===== config.mk =====
export PLATFORM = sky130hd
export DESIGN_NAME = mdu_ctrl
export DESIGN_NICKNAME = d
export VERILOG_FILES = /design/src/rtl/mdu_ctrl_pkg.sv /design/src/rtl/mdu_ctrl_div_core.sv /design/src/rtl/mdu_ctrl.sv
export SDC_FILE = /design/constraint.sdc
export NUM_CORES = 2
export LEC_CHECK = 0
export ABC_AREA = 1
export CELL_PAD_IN_SITES_DETAIL_PLACEMENT = 1
export CELL_PAD_IN_SITES_GLOBAL_PLACEMENT = 2
export CORE_MARGIN = 2
export CORE_UTILIZATION = 36
export CTS_CLUSTER_SIZE = 10
export DETAILED_ROUTE_END_ITERATION = 7
export GPL_ROUTABILITY_DRIVEN = 0
export PLACE_DENSITY_LB_ADDON = 0.05
export SLEW_MARGIN = 15
export SYNTH_ARGS = -nofsm -noshare
export SYNTH_HDL_FRONTEND = slang
export SYNTH_SLANG_ARGS = --single-unit

===== constraint.sdc =====
create_clock -name clk -period 8.09 [get_ports clk]
set_input_delay 1.618 -clock clk [delete_from_list [all_inputs] [get_ports clk]]
set_output_delay 1.618 -clock clk [all_outputs]
set_load 0.02 [all_outputs]

===== src/rtl/mdu_ctrl_pkg.sv =====
// mdu_ctrl_pkg: op/state encodings, divide step count and operand helpers shared by the MDU controller
package mdu_ctrl_pkg;
  localparam int MDU_WIDTH = 32;
  localparam int DIV_STEPS = 32;
  localparam logic [1:0] MULT_OP  = 2'b00;
  localparam logic [1:0] MULTU_OP = 2'b01;
  localparam logic [1:0] DIV_OP   = 2'b10;
  localparam logic [1:0] DIVU_OP  = 2'b11;
  typedef enum logic [1:0] {
    S_IDLE    = 2'd0,
    S_MUL     = 2'd1,
    S_DIV_RUN = 2'd2,
    S_DONE    = 2'd3
  } state_t;
  function automatic logic is_signed_op(input logic [1:0] op);
    return op == MULT_OP || op == DIV_OP;
  endfunction
  function automatic logic [MDU_WIDTH-1:0] mag(input logic [MDU_WIDTH-1:0] v, input logic sgn);
    return (sgn && v[MDU_WIDTH-1]) ? -v : v;
  endfunction
endpackage


===== src/rtl/mdu_ctrl_div_core.sv =====
// div_core: restoring shift-subtract datapath producing raw unsigned quotient/remainder, one bit per step
module div_core #(
  parameter int WIDTH = 32
) (
  input  logic             clk,
  input  logic             resetn,
  input  logic             i_load,
  input  logic             i_step,
  input  logic [WIDTH-1:0] i_dividend,
  input  logic [WIDTH-1:0] i_divisor,
  output logic [WIDTH-1:0] o_quo,
  output logic [WIDTH-1:0] o_rem
);
  logic [WIDTH-1:0] r_quo, r_rem, r_div;
  logic [WIDTH:0]   w_trial, w_diff;
  logic             w_ge;
  assign w_trial = {r_rem, r_quo[WIDTH-1]};
  assign w_diff  = w_trial - {1'b0, r_div};
  assign w_ge    = ~w_diff[WIDTH];
  // o_quo/o_rem are the values after the step taken this cycle, so the last step's result is usable at once
  assign o_quo   = {r_quo[WIDTH-2:0], w_ge};
  assign o_rem   = w_ge ? w_diff[WIDTH-1:0] : w_trial[WIDTH-1:0];
  // load operands on acceptance, then shift the dividend into the partial remainder one bit per step
  always_ff @(posedge clk or negedge resetn) begin
    if (!resetn) begin
      r_quo <= '0;
      r_rem <= '0;
      r_div <= '0;
    end else if (i_load) begin
      r_quo <= i_dividend;
      r_rem <= '0;
      r_div <= i_divisor;
    end else if (i_step) begin
      r_quo <= o_quo;
      r_rem <= o_rem;
    end
  end
endmodule


===== src/rtl/mdu_ctrl.sv =====
// mdu_ctrl: HI/LO multiply/divide sequencer for MULT/MULTU/DIV/DIVU; MDU_EARLY_OUT_EN enables zero-operand divide early-out
module mdu_ctrl
  import mdu_ctrl_pkg::*;
#(
  parameter int WIDTH     = 32,
  parameter int DIV_STEPS = 32
) (
  input  logic             clk,
  input  logic             resetn,
  input  logic             start,
  input  logic [1:0]       op,
  input  logic [WIDTH-1:0] a,
  input  logic [WIDTH-1:0] b,
  input  logic             flush,
  output logic             stall,
  output logic             busy,
  output logic             done,
  output logic [WIDTH-1:0] hi,
  output logic [WIDTH-1:0] lo
);
  localparam int            CW   = $clog2(DIV_STEPS);
  localparam logic [CW-1:0] LAST = CW'(DIV_STEPS - 1);
  state_t             r_state, w_next;
  logic [1:0]         r_op;
  logic [WIDTH-1:0]   r_a, r_b;
  logic [CW-1:0]      r_cnt;
  logic               w_accept, w_early, w_sgn, w_neg_q, w_neg_r;
  logic [WIDTH-1:0]   w_core_q, w_core_r, w_raw_q, w_raw_r, w_div_hi, w_div_lo;
  logic [2*WIDTH-1:0] w_prod;
  assign w_accept = start && r_state == S_IDLE && !flush;
`ifdef MDU_EARLY_OUT_EN
  // a zero operand makes the divide result trivial; it reuses the one-cycle MUL slot so latency matches multiply
  assign w_early = op[1] && (a == '0 || b == '0);
  assign w_raw_q = (r_state == S_MUL) ? ((r_b == '0) ? '1 : '0) : w_core_q;
  assign w_raw_r = (r_state == S_MUL) ? ((r_b == '0) ? mag(r_a, w_sgn) : '0) : w_core_r;
`else
  assign w_early = 1'b0;
  assign w_raw_q = w_core_q;
  assign w_raw_r = w_core_r;
`endif
  div_core #(.WIDTH(WIDTH)) u_div (
    .clk        (clk),
    .resetn     (resetn),
    .i_load     (w_accept && op[1]),
    .i_step     (r_state == S_DIV_RUN),
    .i_dividend (mag(a, is_signed_op(op))),
    .i_divisor  (mag(b, is_signed_op(op))),
    .o_quo      (w_core_q),
    .o_rem      (w_core_r)
  );
  assign w_sgn    = is_signed_op(r_op);
  assign w_prod   = {{WIDTH{w_sgn && r_a[WIDTH-1]}}, r_a} * {{WIDTH{w_sgn && r_b[WIDTH-1]}}, r_b};
  assign w_neg_q  = w_sgn && (r_a[WIDTH-1] ^ r_b[WIDTH-1]);
  assign w_neg_r  = w_sgn && r_a[WIDTH-1];
  assign w_div_lo = w_neg_q ? -w_raw_q : w_raw_q;
  assign w_div_hi = w_neg_r ? -w_raw_r : w_raw_r;
  // next-state and handshake outputs; flush overrides everything, including a same-cycle start
  always_comb begin
    w_next = r_state;
    stall  = 1'b0;
    busy   = r_state != S_IDLE;
    done   = r_state == S_DONE;
    case (r_state)
      S_IDLE: begin
        stall = start;
        if (w_accept) w_next = (op[1] && !w_early) ? S_DIV_RUN : S_MUL;
      end
      S_MUL: begin
        stall  = 1'b1;
        w_next = S_DONE;
      end
      S_DIV_RUN: begin
        stall = 1'b1;
        if (r_cnt == LAST) w_next = S_DONE;
      end
      default: w_next = S_IDLE;
    endcase
    if (flush) w_next = S_IDLE;
  end
  // state register
  always_ff @(posedge clk or negedge resetn) begin
    if (!resetn) r_state <= S_IDLE;
    else         r_state <= w_next;
  end
  // latch op and operands on the accepting edge
  always_ff @(posedge clk or negedge resetn) begin
    if (!resetn) begin
      r_op <= '0;
      r_a  <= '0;
      r_b  <= '0;
    end else if (w_accept) begin
      r_op <= op;
      r_a  <= a;
      r_b  <= b;
    end
  end
  // divide step counter runs 0..LAST while in DIV_RUN and is cleared otherwise
  always_ff @(posedge clk or negedge resetn) begin
    if (!resetn) r_cnt <= '0;
    else         r_cnt <= (r_state == S_DIV_RUN && w_next == S_DIV_RUN) ? r_cnt + 1'b1 : '0;
  end
  // HI/LO load only on entry to DONE, so they are valid during the done cycle and hold otherwise
  always_ff @(posedge clk or negedge resetn) begin
    if (!resetn) {hi, lo} <= '0;
    else if (w_next == S_DONE) {hi, lo} <= r_op[1] ? {w_div_hi, w_div_lo} : w_prod;
  end
endmodule

==> metrics.txt <==
total track usage 0.271; number of synthesized flops with an enable pin 0; via count 46,000; Die ar. roughly 150,000 sq um; worst endpoint required time ~8.6 ns; # IOs around 140; remaining global-route overflow 0; total CTS buffers 35; number of synthesized register bits 233; router iterations before antenna repair 6; initial antenna violation count 4; slowest stage delay, CP about 0.59 ns; max_cap viols 0; DR vias/cell between 4 and 5; Antenna Nets Post-Route 0; Vert. Die Dim 394 um; top cell type's share of synthesized area 0.412; library cells used by synthesis 57; clock buffer depth 3; Max Clk Rate approximately 130 MHz; input/output buffers between 100 and 150; Remaining DRCs 0; Clock Skews approximately 0.016 ns; most frequent cells after synthesis inv_1, nand2_1, fa_1; Root Buffer clkbuf_16; Tmin final 7.91 ns; drt wl/cell approximately 22 um; outcome complete, no violations; worst-path cell with the longest stage delay fa_2; CP Launch Point r_b[3]$_DFFE_PN0P_; hold crit path type flip-flop to flip-flop; worst hold start r_cnt[0]$_DFF_PN0_; Mapped Avg Cell Area 7.74 sq um; RR Startpoint r_b[3]$_DFFE_PN0P_; fillcell total 18,300; placed wire-length estimate between 150,000 and 200,000 um; post-synthesis sequential area ratio 0.107; crit path kind flip-flop to flip-flop; crit-path max FO 19; Synth area leaders fa_1, inv_1, nand2_1; Sequential Area approximately 6000 sq um; dominant cell type by area after synthesis fa_1; Synth Instances ~7,000; RSZ-0062 raised after global routing yes; part of the cycle the worst path needs 0.978; critical path capture point type flip-flop; yosys warns 0; vias in the first global route about 50,000; Post-synth ARST share 1.00; Finish-stage setup viols 0; Worst Path Arrival 8.38 ns; Synth Flop Type dfrtp_1; Area Overhead vs Synth 14.0%; clk sink count about 230; area of the multi-input gates 40,800 sq um; Worst Tran Pin Value about 1.1 ns; Placeable Area 150,000 sq um; row count roughly 140; Die W 394 um; final WL roughly 210,000 um; CTS tree done; DR iter-0 viols 2,439; nets@finish between 8,000 and 9,000; first-pass GRT wire length approximately 320,000 um; crit path launch type flip-flop; Worst-path clk slew 0.06 ns; Initial Util 0.364; Hold Fails Final Rpt 0; H-Tree Level Count 2; count leader, synth inv_1; Pins Over Slew Limit 0; synthesized cell area 54,700 sq um; relative slew slack 0.239; Final Core Density 0.415; clk_lat worst skew approximately 0.55 ns; largest net degree at the start of global routing 79; Post-Syn Nets ~8,500; ratio of cells with drive above 1 in the final layout 0.0871
## state kept, by name, summed over array words and instances, names as in the netlist
| name | flops |
|---|---|
| r_state | 2 |
| r_a | 32 |
| r_b | 32 |
| hi | 32 |
| r_op | 2 |
| u_div.r_rem | 32 |
| r_cnt | 5 |
| lo | 32 |
| u_div.r_quo | 32 |
| u_div.r_div | 32 |
## area by class of cell
cell class	count	share of cell area
well taps	2016	0.0405
flip-flops and latches	233	0.0938
repair buffers	494	0.0791
repair inverters	1	0.000120
clock inverters	9	0.00205
inverters	1859	0.112
multi-input cells	4623	0.655
diodes	4	0.000161
clock buffers	52	0.0170
## critical path, delay by kind of cell, from the launching register on
kind | cells | cell delay, ns
AO/OA/AOI/OAI | 8 | 1.80
adder cells (fa/ha/maj) | 9 | 4.46
buffers and inverters | 8 | 0.80
flip-flops | 1 | 0.37
AND/OR/NAND/NOR | 3 | 0.40
## through the flow
step                instances  TNS, ns  hold WS [ns]  worst slack, ns  area [sq um]
global route             9287   -0.294         0.486          -0.0796         62300
detailed placement       9197    -1.08         0.457           -0.783         60500
global placement         9197    -1.38         0.453           -0.961         60500
floorplan                7062        0         0.433            0.478         54700
CTS                      9259   -0.109         0.464           -0.109         61700
finish                   9291        0         0.459            0.181         62300
## path summary, 6_finish.rpt
| kind | to | slack (ns) | cells past startpoint |
|---|---|---|---|
| worst max register to register | hi[28]$_DFFE_PN0N_ | 0.18 | 28 |
| min in group asynchronous | u_div.r_div[21]$_DFFE_PN0P_ | 1.01 | 1 |
| worst min register to register | r_cnt[0]$_DFF_PN0_ | 0.46 | 1 |
| worst max-delay path | hi[28]$_DFFE_PN0N_ | 0.18 | 28 |
| worst min-delay path | r_cnt[0]$_DFF_PN0_ | 0.46 | 1 |
| max in group asynchronous | r_a[6]$_DFFE_PN0P_ | 5.55 | 2 |
## layer usage
layer	track usage	routed length [um]	vias up
met1	0.389	96500	24200
met2	0.459	101000	760
met5	0	0	-
met3	0.0170	7310	143
met4	0.0400	3780	0
li1	-	-	20900
## kinds of logic (layout without fill, tap and decap cells)
| group | Yosys count | after routing | share of synthesized area |
|---|---|---|---|
| adder cells (fa/ha/maj) | 1381 | 1381 | 0.471 |
| other | 0 | 4 | 0 |
| AO/OA/AOI/OAI | 650 | 650 | 0.0684 |
| XOR/XNOR | 89 | 89 | 0.0143 |
| buffers and inverters | 2206 | 2415 | 0.153 |
| flip-flops | 233 | 233 | 0.107 |
| AND/OR/NAND/NOR | 2503 | 2503 | 0.187 |
## timing repair
item                                    in CTS  in global routing
pin swaps                                    2                 17
cloned                                       0                  3
buffers inserted                             1                 26
hold buffers                                 0                  0
endpoints found under the setup margin       8                 31
resized for setup                           14                110
## cells in the final DEF (no fill, tap or decap), types with 10 or more instances in the layout
| cell | instances |
|---|---|
| inv_1 | 1843 |
| nor2_4 | 11 |
| nor2_1 | 270 |
| ha_1 | 249 |
| inv_2 | 12 |
| o21bai_1 | 10 |
| a21oi_2 | 16 |
| nand2_2 | 43 |
| dfrtp_1 | 223 |
| buf_12 | 65 |
| a2bb2oi_1 | 10 |
| buf_4 | 284 |
| clkbuf_16 | 39 |
| fa_1 | 1120 |
| nor2_2 | 31 |
| o22ai_1 | 31 |
| o21a_1 | 23 |
| o211ai_1 | 19 |
| nand3_1 | 176 |
| nand2_4 | 13 |
| o21ai_1 | 21 |
| nor3_1 | 39 |
| nand3_2 | 12 |
| o21ai_0 | 241 |
| xor2_1 | 55 |
| a21oi_1 | 185 |
| clkdlybuf4s50_1 | 135 |
| nand4_1 | 30 |
| a31oi_1 | 19 |
| a21o_1 | 10 |
| nand2_1 | 1818 |
| or2_2 | 28 |
| xnor2_1 | 33 |
| o221ai_1 | 31 |
Power is not shown: default switching activity piles up to over one toggle a cycle in this logic, so the estimate is an artifact.
